--- config.mk ---
export PLATFORM = sky130hd
export DESIGN_NAME = spi_slave
export DESIGN_NICKNAME = d
export VERILOG_FILES = /design/src/rtl/spi_slave_pkg.sv /design/src/rtl/spi_slave_sync.sv /design/src/rtl/spi_slave.sv
export SDC_FILE = /design/constraint.sdc
export NUM_CORES = 1
export LEC_CHECK = 0
export CAP_MARGIN = 5
export CORE_ASPECT_RATIO = 1.1
export CORE_MARGIN = 1
export CORE_UTILIZATION = 35
export DETAILED_ROUTE_END_ITERATION = 8
export DONT_BUFFER_PORTS = 1
export MAX_ROUTING_LAYER = met4
export PLACE_DENSITY_LB_ADDON = 0.25
export SLEW_MARGIN = 20
export SYNTH_ARGS = -nofsm -noshare
export SYNTH_HDL_FRONTEND = slang
export SYNTH_SLANG_ARGS = --single-unit
--- constraint.sdc ---
create_clock -name c -period 1.4 [get_ports c]
set_input_delay 0.28 -clock c [delete_from_list [all_inputs] [get_ports c]]
set_output_delay 0.28 -clock c [all_outputs]
set_load 0.01 [all_outputs]
--- src/rtl/spi_slave_pkg.sv ---
// Shared SPI definitions: responder FSM encoding and the SPI mode edge table.
// Latency: none (types and constant functions only).
// Backpressure: not applicable.
package spi_slave_pkg;

  typedef enum logic {
    ST_IDLE   = 1'b0,
    ST_ACTIVE = 1'b1
  } state_t;

  // Mode table shared with the initiator: 1 when data is sampled on the
  // rising SCLK edge. Modes 0 and 3 sample on rise, modes 1 and 2 on fall.
  function automatic logic sample_on_rise(input logic cpol, input logic cpha);
    return cpol ~^ cpha;
  endfunction

endpackage

--- src/rtl/spi_slave_sync.sv ---
// N-stage synchronizer for one asynchronous pin, with a history flop for edge detect.
// Latency: STAGES cycles to q; rise/fall are valid in the cycle q changes.
// Backpressure: none; free-running on every clock.
module spi_slave_sync #(
  parameter int   STAGES  = 2,
  parameter logic RST_VAL = 1'b0
) (
  input  logic c,
  input  logic rst,
  input  logic d,
  output logic q,
  output logic rise,
  output logic fall
);

  logic [STAGES-1:0] chain;
  logic              hist;

  // Shift the pin through the synchronizer and keep one cycle of history.
  always_ff @(posedge c) begin
    if (rst) begin
      chain <= {STAGES{RST_VAL}};
      hist  <= RST_VAL;
    end else begin
      chain <= {chain[STAGES-2:0], d};
      hist  <= chain[STAGES-1];
    end
  end

  assign q    = chain[STAGES-1];
  assign rise = q & ~hist;
  assign fall = ~q & hist;

endmodule

--- src/rtl/spi_slave.sv ---
// SPI responder: oversampled SCLK/MOSI/CS, W-bit words shifted MSB first both ways.
// Latency: rx_valid SYNC_STAGES+2 cycles after the last sampling SCLK edge at the pin.
// Backpressure: none; the master paces everything, txd must be ready when tx_load pulses.
module spi_slave
  import spi_slave_pkg::*;
#(
  parameter int W           = 8,
  parameter int CPOL        = 1,
  parameter int CPHA        = 1,
  parameter int SYNC_STAGES = 2
) (
  input  logic         c,
  input  logic         rst,
  input  logic         sclk,
  input  logic         mosi,
  input  logic         cs,
  output logic         miso,
  output logic         miso_oe,
  input  logic [W-1:0] txd,
  output logic         tx_load,
  output logic [W-1:0] rxd,
  output logic         rx_valid,
  output logic         aborted,
  output logic         busy
);

  localparam int            CW          = $clog2(W + 1);
  localparam logic [CW-1:0] W_CNT       = CW'(W);
  localparam logic          SAMPLE_RISE = sample_on_rise(1'(CPOL), 1'(CPHA));
  localparam logic          CPHA_B      = 1'(CPHA);

  logic sclk_s, sclk_rise, sclk_fall;
  logic mosi_s, mosi_rise, mosi_fall;
  logic cs_s, cs_rise, cs_fall;
  logic sample_edge, drive_edge;
  logic unused_sync;

  state_t        state_q, state_d;
  logic [CW-1:0] bit_cnt_q, bit_cnt_d;
  logic [W-1:0]  rx_shift_q, rx_shift_d;
  logic [W-1:0]  tx_shift_q, tx_shift_d;
  logic [W-1:0]  rxd_d;
  logic          rx_valid_d, tx_load_d, aborted_d;
  // hold: next drive edge must not shift (CPHA=1 word start)
  // reload: next drive edge fetches a fresh word from txd
  logic          hold_q, hold_d;
  logic          reload_q, reload_d;

  spi_slave_sync #(.STAGES(SYNC_STAGES), .RST_VAL(1'(CPOL))) u_sync_sclk (
    .c(c), .rst(rst), .d(sclk), .q(sclk_s), .rise(sclk_rise), .fall(sclk_fall)
  );
  spi_slave_sync #(.STAGES(SYNC_STAGES), .RST_VAL(1'b0)) u_sync_mosi (
    .c(c), .rst(rst), .d(mosi), .q(mosi_s), .rise(mosi_rise), .fall(mosi_fall)
  );
  spi_slave_sync #(.STAGES(SYNC_STAGES), .RST_VAL(1'b1)) u_sync_cs (
    .c(c), .rst(rst), .d(cs), .q(cs_s), .rise(cs_rise), .fall(cs_fall)
  );

  assign unused_sync = ^{sclk_s, mosi_rise, mosi_fall};
  assign sample_edge = SAMPLE_RISE ? sclk_rise : sclk_fall;
  assign drive_edge  = SAMPLE_RISE ? sclk_fall : sclk_rise;

  // Next-state and next-output logic for the responder.
  always_comb begin
    state_d    = state_q;
    bit_cnt_d  = bit_cnt_q;
    rx_shift_d = rx_shift_q;
    tx_shift_d = tx_shift_q;
    rxd_d      = rxd;
    rx_valid_d = 1'b0;
    tx_load_d  = 1'b0;
    aborted_d  = 1'b0;
    hold_d     = hold_q;
    reload_d   = reload_q;

    // Word delivery runs in either state so a word completed together with
    // CS release is still handed over.
    if (bit_cnt_q == W_CNT) begin
      rxd_d      = rx_shift_q;
      rx_valid_d = 1'b1;
      bit_cnt_d  = '0;
      if (state_q == ST_ACTIVE) begin
        reload_d = 1'b1;
        hold_d   = CPHA_B;
      end
    end

    case (state_q)
      ST_IDLE: begin
        if (cs_fall) begin
          state_d    = ST_ACTIVE;
          tx_shift_d = txd;
          tx_load_d  = 1'b1;
          bit_cnt_d  = '0;
          hold_d     = CPHA_B;
          reload_d   = 1'b0;
        end
      end
      ST_ACTIVE: begin
        if (sample_edge && bit_cnt_q != W_CNT) begin
          rx_shift_d = {rx_shift_q[W-2:0], mosi_s};
          bit_cnt_d  = bit_cnt_q + CW'(1);
        end
        if (drive_edge) begin
          if (reload_q) begin
            tx_shift_d = txd;
            tx_load_d  = 1'b1;
          end else if (!hold_q) begin
            tx_shift_d = tx_shift_q << 1;
          end
          hold_d   = 1'b0;
          reload_d = 1'b0;
        end
        if (cs_rise) begin
          state_d = ST_IDLE;
          // A count of W here means the word just completed: deliver, not abort.
          if (bit_cnt_d != '0 && bit_cnt_d != W_CNT) begin
            aborted_d = 1'b1;
            bit_cnt_d = '0;
          end
          hold_d   = 1'b0;
          reload_d = 1'b0;
        end
      end
      default: state_d = ST_IDLE;
    endcase
  end

  // State and registered outputs.
  always_ff @(posedge c) begin
    if (rst) begin
      state_q    <= ST_IDLE;
      bit_cnt_q  <= '0;
      rx_shift_q <= '0;
      tx_shift_q <= '0;
      hold_q     <= 1'b0;
      reload_q   <= 1'b0;
      rxd        <= '0;
      rx_valid   <= 1'b0;
      tx_load    <= 1'b0;
      aborted    <= 1'b0;
    end else begin
      state_q    <= state_d;
      bit_cnt_q  <= bit_cnt_d;
      rx_shift_q <= rx_shift_d;
      tx_shift_q <= tx_shift_d;
      hold_q     <= hold_d;
      reload_q   <= reload_d;
      rxd        <= rxd_d;
      rx_valid   <= rx_valid_d;
      tx_load    <= tx_load_d;
      aborted    <= aborted_d;
    end
  end

  assign miso_oe = (state_q == ST_ACTIVE);
  assign miso    = (state_q == ST_ACTIVE) & tx_shift_q[W-1];
  assign busy    = ~cs_s;

endmodule

==> results of run 1 <==
==> repair_timing <==
action                     4_1_cts  5_1_grt
setup buffers                    4        0
setup endpoints to repair       19       23
pin swaps                        5        8
resized for setup               11        5
cloned                           0        0
==> stage by stage <==
| stage | power, mW | setup slack, ns | hold slack (ns) | utilization (%) | TNS (ns) |
|---|---|---|---|---|---|
| 5_1_grt | 2.25 | -0.0914 | 0.0154 | 44.0 | -0.725 |
| 2_1_floorplan | 1.36 | 0.0143 | 0.384 | - | 0 |
| 3_3_place_gp | 1.38 | -0.0617 | 0.351 | 40.1 | -0.839 |
| 3_5_place_dp | 1.38 | -0.122 | 0.354 | 40.1 | -1.52 |
| 4_1_cts | 2.18 | -0.00979 | 0.0257 | 43.4 | -0.00979 |
| 6_report | 2.15 | -0.00810 | 0.0476 | 44.0 | -0.00810 |
==> cell type report <==
class                      instances  area, um2  area share [%]
multi-input combinational        128        886            43.0
sequential                        42        846            41.0
timing repair buffer              19        155            7.52
tap                               56       70.1            3.40
clock buffer                       5       68.8            3.34
clock inverter                     3       21.3            1.03
inverter                           4       15.0           0.728
==> where the power goes <==
group | switching, mW | leakage, nW | internal (mW)
Combinational | 0.0581 | 0.389 | 0.0621
Clock | 0.438 | 0.0441 | 0.350
Sequential | 0.0175 | 0.342 | 1.22
Total | 0.513 | 0.776 | 1.63
==> logic make-up (layout without fill, tap and decap cells) <==
| family | count (synthesis) | after routing | synth area share, % |
|---|---|---|---|
| buffers and inverters | 15 | 31 | 4.12 |
| flip-flops | 42 | 42 | 48.6 |
| AND/OR/NAND/NOR | 76 | 76 | 23.1 |
| adder cells (fa/ha/maj) | 2 | 2 | 1.45 |
| multiplexers | 17 | 17 | 10.1 |
| AO/OA/AOI/OAI | 33 | 33 | 12.6 |
==> metal layers <==
metal | up-vias | routed length (um) | track usage [%]
met5 | - | 0 | -
met2 | 22 | 1630 | 24.6
met1 | 599 | 1620 | 14.7
met3 | 4 | 126 | 4.89
met4 | 0 | 21 | 6.12
li1 | 664 | - | -
==> worst max-delay path: cells and delay by family (launching register included) <==
kind            cells  cell delay, ns
compound gates      1            0.23
fa+ha+maj           1            0.15
buf+inv             1            0.05
flops               1            0.37
mux                 1            0.27
simple gates        2            0.26
==> state kept, by name (all words and copies together), names as in the netlist <==
signal             cells
u_sync_sclk.hist       1
hold_q                 1
tx_shift_q             8
aborted                1
u_sync_sclk.chain      2
reload_q               1
rx_valid               1
u_sync_mosi.chain      2
rx_shift_q             8
tx_load                1
bit_cnt_q              4
u_sync_cs.chain        2
rxd                    8
miso_oe                1
u_sync_cs.hist         1
==> worst paths after layout <==
path,start,endpoint,slack (ns),cells after the start
max,bit_cnt_q[1],bit_cnt_q[3],-0.008,6
min,rst,u_sync_mosi.chain[0],0.05,1
max reg2reg,bit_cnt_q[1],bit_cnt_q[3],-0.008,6
min reg2reg,u_sync_cs.chain[0],u_sync_cs.chain[1],0.41,1
==> cell usage in the layout, fill, tap and decap left out, types with 2 or more instances in the layout <==
master    count
a211oi_1      7
a21oi_1      15
a31oi_1       2
buf_4        18
clkbuf_8      5
dfxtp_1      38
dfxtp_2       4
inv_1         2
inv_2         2
mux2i_1      15
nand2_1      21
nand2b_1      3
nand3_1       4
nand3b_1      3
nand4_1       2
nor2_1       20
nor2b_1       5
o21ai_0       4
or2_2         6
==> run summary, run 1 <==
Final setup fails: 1
Most common flop cell mapped by yosys: dfxtp_1
GRT overflow: 0
DP Area: 1880 um2
Layout cells sized above 1: 27.4%
LEAKAGE: 0.776 nW
Final Wtd Congestion: 0.728
DR WL/cell: 13.2 um
Die Area: 5230 um2
Clock tree buffer depth: 2
Starting Density: 36.9%
Yosys cell types: 35
Vias per cell: 5.02
Synth top area cells: dfxtp_1, mux2i_1, nand2_1
Failing checks: setup timing
Reg clk slew, reported paths: 0.08 ns
Post-route cell area: 2060 um2
Min cycle time layout: 1.41 ns
Routed wire length: 3400 um
Max-Slew Margin vs Limit: 67.4%
CP startpoint kind: register
DR vias: 1289
Slowest CP cell: dfxtp_2
Final worst slack: -0.00810 ns
Worst skew pair latency: 0.30 ns
DR iter-0 viols: 39
# rows: 26
RSZ-0062 raised after global routing: true
Outcome: finished, violations left
Fmax: 710 MHz
Layout overhead on the synthesized area: 19.2%
Number of global-route vias before repair: 1204
Post-synth top cells: dfxtp_1, nand2_1, nor2_1, mux2i_1, a21oi_1
Worst slew pin tran: 0.489 ns
Synthesized area per cell: 9.35 um2
Skew final: 0.00676 ns
Drt drc: 0
Final std cells w/o fill: 257
H-tree depth: 2
Post-synthesis sequential area ratio: 48.6%
Die H: 75.7 um
Antenna-violating nets left: 0
Nets@finish: 215
Largest net degree at the start of global routing: 42
CP cell instances: inv_2 > ha_4 > nand3b_1 > nand3_1 > mux2_4 > a221oi_2
Synth top area share: 48.6%
PD cells: 1040 nW/um2
Gr usage total: 14.1%
Clock root buffer master: clkbuf_8
Setup CP Type: register to register
VDD IR max: 0.000542 V
Post-synth top area cell: dfxtp_1
Cell area after synthesis: 1730 um2
Crit. End Element: register
Number of enable flip-flop cells after synthesis: 0
Syn nets: 200
Die extent in x: 69.0 um
Max cap viols: 0
Worst Path Required: 1.61 ns
Fin. Hold Viols: 0
Class of the worst hold path: input port to register
Gate Count Post-Synth: 185
Core Region: 4680 um2
Initial antenna violation count: 0
Clock sinks: 42
CP max FO: 4
Warnings from Yosys: 0
Max-slew violation count: 0
Max incr delay on CP: 0.37 ns
Placed cells: 246
First-pass GRT wire length: 5530 um
TritonCTS Buffers: 5
Critical Path AT: 1.62 ns
Crit share post-route: 101%
Asr flop ratio synth: 0%
TritonCTS clock tree: done
Cell with the most instances after synthesis: dfxtp_1
Port Buffers: 0
TritonRoute pass-1 iters: 4
FF+latch count, synth: 42
I/O Pins: 27
Fill count: 466
Ant diodes: 0
Post-DP HPWL: 2300 um
CTS hold repair buffers: 0
Power figures use the tool's default switching activity.
==> run 2: changes to the inputs <==
--- a/config.mk
+++ b/config.mk
@@ -5,6 +5,7 @@
 export SDC_FILE = /design/constraint.sdc
 export NUM_CORES = 1
 export LEC_CHECK = 0
+export ABC_AREA = 1
 export CAP_MARGIN = 5
 export CORE_ASPECT_RATIO = 1.1
 export CORE_MARGIN = 1
==> run 2 against run 1 <==
The flow now finishes without violations. Total power fell by 3.2%. Sequential power barely moved. Critical path depth rose by 4. Global-route usage decreased by 0.71 points. Hold slack worse by 0.0038 ns. Cell count is 5.4% higher. Flip-flop and latch count did not move. First-iteration DRC count up 46%. Fmax rose by 8.1%. Utilization fell by 3.2 points. Die area shrank 2.3%. Critical endpoint unchanged. Highest routed layer unchanged.
==> run summary, run 2 <==
Synthesized area per cell: 8.21 um2 (-12%)
Die H: 74.9 um (-1.1%)
Synth top area share: 49.7% (+1.2 points)
Layout cells sized above 1: 23.3% (-4.1 points)
Worst slew pin tran: 0.467 ns (-0.0220 ns)
Post-route cell area: 1900 um2 (-8.0%)
Most common cell after layout, fill and taps aside: dfxtp_1
Port Buffers: 0 (unchanged)
Cell with the most instances after synthesis: dfxtp_1
Final setup fails: 0 (-1)
Gr usage total: 13.4% (-0.71 points)
Min cycle time layout: 1.30 ns (-0.105 ns)
Gate Count Post-Synth: 206 (+11%)
Max-Slew Margin vs Limit: 68.7% (+1.4 points)
Antenna-violating nets left: 0 (unchanged)
TritonCTS clock tree: done
Max cap viols: 0 (unchanged)
GRT overflow: 0 (unchanged)
Post-synthesis sequential area ratio: 49.7% (+1.2 points)
Post CTS Setup Buffer Count: 0 (-4)
Synth top area cells: dfxtp_1, nand2_1, a21oi_1
Skew final: 0.00386 ns (-0.00289 ns)
Fmax: 767 MHz (+8.1%)
Drt drc: 0 (unchanged)
Worst skew pair latency: 0.29 ns (about the same)
Fin. Hold Viols: 0 (unchanged)
Vias per cell: 4.86 (-3.1%)
Setup_tns: 0 ns (+0.00810 ns)
Crit. End Element: register
Setup CP Type: register to register
Fin util: 40.8% (-3.2 points)
I/O Pins: 27 (unchanged)
TritonRoute pass-1 iters: 4 (unchanged)
Initial antenna violation count: 0 (unchanged)
TritonCTS Buffers: 5 (unchanged)
Largest registers: rx_shift_q x8, rxd x8, tx_shift_q x8
Outcome: complete, no violations
H-tree depth: 2 (unchanged)
DR WL/cell: 11.8 um (-11%)
CP max FO: 7 (+3)
Die extent in x: 68.3 um (-1.1%)
Post-DP HPWL: 2140 um (-6.7%)
Post-synth top area cell: dfxtp_1
Starting Density: 36.3% (-0.60 points)
Fill count: 495 (+6.2%)
Yosys cell types: 27 (-23%)
Post-synth top cells: dfxtp_1, nand2_1, a21oi_1, inv_1, o21ai_0
DP Area: 1770 um2 (-5.8%)
Critical Path AT: 1.53 ns (-0.09 ns)
Crit share post-route: 93.1% (-7.5 points)
Cell area after synthesis: 1690 um2 (-2.3%)
CP startpoint kind: register
Clock tree buffer depth: 2 (unchanged)
Largest net degree at the start of global routing: 24 (-43%)
RSZ-0062 raised after global routing: false
Final Wtd Congestion: 0.714 (-1.8%)
Max-slew violation count: 0 (unchanged)
Most common flop cell mapped by yosys: dfxtp_1
Die Area: 5110 um2 (-2.3%)
VDD IR max: 0.000457 V (-16%)
Most frequent cells in the layout: dfxtp_1, nand2_1, a21oi_1
Nets@finish: 230 (+7.0%)
First-pass GRT wire length: 4820 um (-13%)
CTS hold repair buffers: 0 (unchanged)
Class of the worst hold path: input port to register
Reg clk slew, reported paths: 0.08 ns (about the same)
DR vias: 1317 (+2.2%)
Clock sinks: 42 (unchanged)
Worst Path Required: 1.63 ns (+0.02 ns)
Warnings from Yosys: 0 (unchanged)
# rows: 26 (unchanged)
Routed wire length: 3200 um (-5.8%)
Ant diodes: 0 (unchanged)
DR iter-0 viols: 57 (+46%)
Clock root buffer master: clkbuf_8
Asr flop ratio synth: 0% (unchanged)
Syn nets: 221 (+11%)
LEAKAGE: 0.764 nW (-1.4%)
FF+latch count, synth: 42 (unchanged)
Sequential cell area: 842 um2 (-0.44%)
Number of global-route vias before repair: 1122 (-6.8%)
Number of enable flip-flop cells after synthesis: 0 (unchanged)
Core Region: 4650 um2 (-0.69%)
PD cells: 1100 nW/um2 (+5.2%)
Layout overhead on the synthesized area: 12.2%
Multi-input gate area: 729 um2 (-18%)
## run 2: cell count changes after synthesis, sizes merged, moves of 3 or more
cell | previous run | this run
mux2i | 16 | 0
a31oi | 2 | 7
nand2b | 4 | 0
a21oi | 15 | 23
a211oi | 7 | 2
nor2 | 21 | 13
nand3 | 4 | 12
nor2b | 6 | 0
nand2 | 21 | 37
nand3b | 3 | 0
o21ai | 4 | 23
inv | 4 | 26
## run 2: area by class of cell
cell class                 count  area share, %
sequential                    42           44.4
multi-input combinational    130           38.5
inverter                      26           5.15
timing repair buffer          10           4.16
tap                           56           3.69
clock buffer                   5           3.63
clock inverter                 2          0.528
## run 2: cells by family after synthesis
group,after synthesis,synth area share (%)
flip-flops,42,49.7
AO/OA/AOI/OAI,57,18.6
AND/OR/NAND/NOR,70,20.7
buffers and inverters,35,9.55
adder cells (fa/ha/maj),2,1.48
## run 2: path summary, 6_finish.rpt
path | start | slack, ns | cells past startpoint | end
worst max-delay path | bit_cnt_q[0] | 0.1 | 10 | bit_cnt_q[3]
worst min register to register | u_sync_mosi.chain[0] | 0.41 | 2 | u_sync_mosi.chain[1]
worst max register to register | bit_cnt_q[0] | 0.1 | 10 | bit_cnt_q[3]
worst min-delay path | rst | 0.04 | 1 | bit_cnt_q[3]
## run 2: power breakdown
group	switching, mW	internal [mW]	total, mW
Clock	0.392	0.335	0.727
Combinational	0.0744	0.0395	0.114
Sequential	0.0143	1.22	1.24
Total	0.481	1.60	2.08
## run 2: layer usage
metal	GRT usage (%)	vias to the layer above	wire, um
li1	-	691	-
met1	15.7	594	1510
met2	19.1	25	1460
met3	5.15	7	156
met4	8.33	0	74
met5	-	-	0
## run 2: worst max-delay path, cell delays in order (launching register included)
cell	delay, ns
dfxtp_1	0.35
inv_2	0.06
ha_4	0.16
nand3_4	0.07
buf_6	0.13
nand4_1	0.11
nand2_1	0.09
nand2_1	0.06
nand2_2	0.08
nand2_2	0.05
a21oi_2	0.10
## run 2: through the flow
stage / hold slack [ns] / power, mW / setup slack [ns] / cells
2_1_floorplan: 0.384 / 1.36 / 0.0432 / 206
5_1_grt: 0.0217 / 2.17 / 0.00379 / 271
3_5_place_dp: 0.350 / 1.38 / 0.0188 / 263
6_report: 0.0438 / 2.08 / 0.0968 / 271
3_3_place_gp: 0.346 / 1.37 / 0.0485 / 263
4_1_cts: 0.0295 / 2.11 / 0.00651 / 270
## run 2: timing repair
item / 4_1_cts / 5_1_grt
gates cloned: 0 / 1
setup endpoints to repair: 1 / 11
resized for setup: 1 / 10
pin swaps: 0 / 3
hold endpoints to repair: 0 / 0
==> RTL change 1 (settings of run 1) <==
Set the parameter `W` to 4 (it was 8).
--- a/src/rtl/spi_slave.sv
+++ b/src/rtl/spi_slave.sv
@@ -6,3 +6,3 @@
 #(
-  parameter int W           = 8,
+  parameter int W           = 4,
   parameter int CPOL        = 1,
Interface: changed (resized rxd and txd); port bits go from 27 to 19. No check against the original RTL was run, so the function may have changed too.
==> RTL change 1 against run 1 <==
  * The run ends with design-rule violations left
  * Count of clock-buffer cells in the layout up 2
  * Critical endpoint is now tx_shift_q[2]
  * Utilization up 1.6 points
  * Maximum frequency up 8.9%
  * Sequential cell count down 13
  * Highest routed layer unchanged
  * Power down 22%
  * Routed wire length down 33%
  * Setup slack better by 0.11 ns
  * Clock power down 11%
  * Cell area down 31%
  * Critical path type unchanged
  * Largest cell class is now registers
  * Area after synthesis down 32%
  * Critical path depth down 2
==> RTL change 1: results (changes against run 1) <==
[global_routing]
grt_first_pass_wirelength_mm = 3.94  ; -29%
globalRouteMet2Util = 0.240  ; -0.00613
met3_usage = 0.0704  ; +0.0215
antenna_found_initial = 0  ; unchanged
grt_use_total = 0.151  ; +0.0100
met1_usage = 0.156  ; +0.00834
grt_max_degree = 29  ; -31%
grt_pass1_vias = 910  ; -24%

[critical_path]
crit_end = tx_shift_q[2]
worst-path-max-fanout = 6  ; +2
crit_start = miso_oe
ff2ff_setup_slack_ns = 0.11  ; +0.11 ns
slowest_stage = or3b_4
arrival_ns = 1.55  ; -0.07 ns
crit_path_max_incr_delay_ns = 0.41  ; +0.04 ns

[clock_tree]
root_buffer = clkbuf_4
cts_max_level = 2  ; unchanged

[route]
first_iter_violations = 37  ; -5.1%
wl_met3_um = 123  ; -2.4%
vias_per_cell = 5.13  ; +2.3%
wirelength_met1_um = 955  ; -41%
firstDrtPassIters = 6  ; +2
drc = 2  ; +2
route.met2.wl_mm = 1.15  ; -30%
wl_mm = 2.27  ; -33%

[hold_path]
worstHoldEndpoint = bit_cnt_q[0]
hp-class = in2reg

[status]
status = complete, but fails checks
violations = design-rule violations

[sta]
fmax_ghz = 0.773  ; +8.9%
skew_ns = 0.00887  ; +0.00211 ns
tightest_slew_ns = 0.369  ; -0.120 ns

[synthesis]
synthTopCellsByArea = dfxtp_1 49%, mux2i_1 6.8%, nand2_1 4.1%
ys_top_cells_by_count = 29 x dfxtp_1, 13 x nand2_1, 11 x nor2_1
ys_seq_area_frac = 0.492  ; +0.00563
synthesis.nets = 134  ; -33%

[layout]
layout-drive-gt1-share = 0.257  ; -0.0165
nets = 150  ; -30%
fillerInstances = 306  ; -34%
reg_top3 = rx_shift_q x4, rxd x4, tx_shift_q x4

[power]
p_leak_nw = 0.586  ; -25%
peakVddDrop_v = 0.000560  ; +3.4%

[place]
place_ws_ns = 0.0533  ; +0.176 ns
dp_hpwl_mm = 1.50  ; -35%
place_congestion = 0.782  ; +7.5%

[RTL change 1: through the flow]
step,cells,cell area [um2],hold WS (ns),utilization,power [W]
3_5_place_dp,158,1250,0.351,0.401,0.000964
2_1_floorplan,123,1180,0.384,-,0.000954
3_3_place_gp,158,1250,0.349,0.401,0.000961
4_1_cts,169,1370,0.00137,0.438,0.00168
6_report,174,1430,0.0136,0.456,0.00167
5_1_grt,174,1430,-0.0295,0.456,0.00175
[RTL change 1: critical path: cells and delay by family (launching register included)]
| kind | cells | cell delay [ns] |
|---|---|---|
| flops | 1 | 0.35 |
| compound gates | 2 | 0.39 |
| simple gates | 2 | 0.49 |
[RTL change 1: timing repair]
action | in CTS | in global routing
hold endpoints to repair | 3 | 17
setup buffers | 0 | 3
hold buffers | 3 | 2
endpoints found under the setup margin | 0 | 12
resized for setup | 0 | 7
[RTL change 1: power by group]
part           switching (W)  total (W)  internal (W)
logic              0.0000484   0.000105     0.0000562
clock network       0.000277   0.000703      0.000426
registers          0.0000111   0.000857      0.000846
[RTL change 1: final cells by class]
type                            count  area (um2)  area share
Tap cell                           34        42.5      0.0298
Multi-Input combinational cell     84         574       0.403
Clock inverter                      1        30.0      0.0211
Clock buffer                        7        55.1      0.0386
Inverter                            4        15.0      0.0105
Sequential cell                    29         584       0.410
Timing Repair Buffer               15         125      0.0877
[RTL change 1: cells by family after synthesis]
| kind of cell | count (synthesis) | synth area share |
|---|---|---|
| buf+inv | 10 | 0.0328 |
| fa+ha+maj | 2 | 0.0212 |
| mux | 9 | 0.0773 |
| compound gates | 18 | 0.129 |
| flops | 29 | 0.492 |
| simple gates | 55 | 0.248 |
==> RTL change 2 (flow settings as in run 1) <==
Without the edit above. Take the reset off `tx_shift_q` and load it in a clocked block of its own.
--- a/src/rtl/spi_slave.sv
+++ b/src/rtl/spi_slave.sv
@@ -134,3 +134,2 @@
       rx_shift_q <= '0;
-      tx_shift_q <= '0;
       hold_q     <= 1'b0;
@@ -145,3 +144,2 @@
       rx_shift_q <= rx_shift_d;
-      tx_shift_q <= tx_shift_d;
       hold_q     <= hold_d;
@@ -155,2 +153,6 @@
 
+  always_ff @(posedge c) begin
+    tx_shift_q <= tx_shift_d;
+  end
+
   assign miso_oe = (state_q == ST_ACTIVE);
Behaviour: same outputs for any inputs over 10 cycles, from zero or initial values and one cycle with rst high; that may be too few to reach the edited logic, so the function may still have changed.
==> RTL change 2 against run 1 <==
  * The run still ends with negative setup slack left
  * Sequential cell count unchanged
  * Largest power group unchanged
  * Via count decreased by 6.8%
  * Synthesized cell count down 12%
  * Combinational power fell by 25%
  * Utilization shrank 1.7 points
  * Routed wire length fell by 4.6%
  * Sequential share of layout area rose by 6.3 points
  * Clock power fell by 2%
  * Area after synthesis shrank 3.3%
  * Cell area decreased by 5.3%
  * Power fell by 0.68%
  * Worst hold slack hardly changed
  * Setup slack worse by 0.0044 ns
==> RTL change 2: results (changes against run 1) <==
[power]
p_leak_nw = 0.691  ; -11%
peakVddDrop_v = 0.000643  ; +19%
internal-power_w = 0.00165  ; +1.3%

[global_routing]
grt_max_degree = 35  ; -17%
grt_use_total = 0.144  ; +0.00315
grt_first_pass_wirelength_mm = 5.09  ; -8.0%

[synthesis]
ys_seq_area_frac = 0.550  ; +0.0646
async_reset_ff_frac = 0  ; unchanged
yosys.area_share.adder = 0.0150  ; +0.000498
synthesis.nets = 177  ; -12%
synth.yosys.warnings = 0  ; unchanged
synth_mux_area_frac = 0.101  ; -0.000257
synth_cell_types = 36  ; +2.9%
ys.flop_type = dfxtp_1
ys_top_cells_by_count = 34 x dfxtp_1, 19 x nand2_1, 15 x nor2_1
synthTopCellsByArea = dfxtp_1 41%, edfxtp_1 14%, mux2i_1 5.4%
synth_edf_count = 8  ; +8
synth-compound-area-share = 0.0853  ; -0.0405
syn_area_per_cell_um2 = 10.3  ; +10%

[critical_path]
r2r_cells = 6  ; unchanged
crit_path_max_incr_delay_ns = 0.33  ; -0.04 ns
worst-path-max-fanout = 4  ; unchanged
arrival_ns = 1.60  ; -0.02 ns
path_delay_family = flip-flops

[hold_path]
whs_path_depth = 1  ; unchanged
hp-class = in2reg

[layout]
layout-drive-gt1-share = 0.292  ; +0.0185
fillerInstances = 454  ; -2.6%
nets = 192  ; -11%

[clock_tree]
cts_max_level = 2  ; unchanged
cts.clk_slew.worst_paths_ns = 0.08  ; about the same
clock_path_buffers = 2  ; unchanged
numCtsBuffers = 5  ; unchanged

[sta]
skew_ns = 0.00873  ; +0.00197 ns
setup_viol = 2  ; +1
postLayoutSetupSlackWorst_ns = -0.0125  ; -0.00439 ns
fin_tns_setup_ns = -0.0248  ; -0.0167 ns
max_slew_margin = 0.775  ; +0.101

[route]
drt-wirelength-per-cell_um = 13.9  ; +4.8%
route.met2.wl_mm = 1.57  ; -3.3%
first_iter_violations = 39  ; unchanged
vias = 1201  ; -6.8%
wirelength_met1_mm = 1.38  ; -15%
wl_mm = 3.24  ; -4.6%
wl_met3_um = 172  ; +37%
firstDrtPassIters = 4  ; unchanged

[place]
place_ws_ns = -0.103  ; +0.0195 ns
placed_cell_area_um2 = 1810  ; -3.9%
dp_hpwl_mm = 2.29  ; -0.41%
io_buffers = 0  ; unchanged
dp.cells = 224  ; -8.9%
place_congestion = 0.802  ; +10%

[status]
status = complete, but fails checks
violations = negative setup slack

RTL change 2: cell count changes in the layout (fill, tap and decap cells not counted), sizes merged, moves of 3 or more:
| cell | change |
|---|---|
| nand4 | -3 |
| edfxtp | +8 |
| dfxtp | -8 |
| buf | -5 |
| nor2 | -5 |
| a211oi | -7 |
| mux2 | +6 |
| mux2i | -7 |
RTL change 2: final timing paths:
path                     endpoint  slack (ns)                 start
min reg2reg  u_sync_sclk.chain[1]        0.41  u_sync_sclk.chain[0]
max reg2reg               aborted       -0.01          bit_cnt_q[1]
max                       aborted       -0.01          bit_cnt_q[1]
min                       miso_oe        0.05                   rst
RTL change 2: power by group through the flow:
stage | clock [W] | combinational, W | sequential [W]
floorplan | 0 | 0.0000714 | 0.00129
global placement | 0 | 0.0000827 | 0.00129
detailed placement | 0 | 0.0000873 | 0.00130
CTS | 0.000807 | 0.0000883 | 0.00127
global route | 0.000859 | 0.000101 | 0.00127
finish | 0.000776 | 0.0000905 | 0.00127
RTL change 2: cell type report:
cell class                 instances  area [um2]  area share
inverter                           4        15.0     0.00769
sequential                        42         925       0.473
tap                               56        70.1      0.0359
clock inverter                     3        21.3      0.0109
multi-input combinational        110         748       0.383
clock buffer                       5        68.8      0.0352
timing repair buffer              14         105      0.0538
RTL change 2: routing by layer:
| metal | up-vias | track usage |
|---|---|---|
| met5 | - | - |
| met1 | 569 | 0.151 |
| li1 | 586 | - |
| met3 | 10 | 0.0537 |
| met4 | 0 | 0.0856 |
| met2 | 36 | 0.229 |
RTL change 2: what timing repair did:
item	in CTS	in global routing
endpoints found under the setup margin	13	23
gates resized for setup	8	8
buffers inserted	2	0
pin swaps	4	3
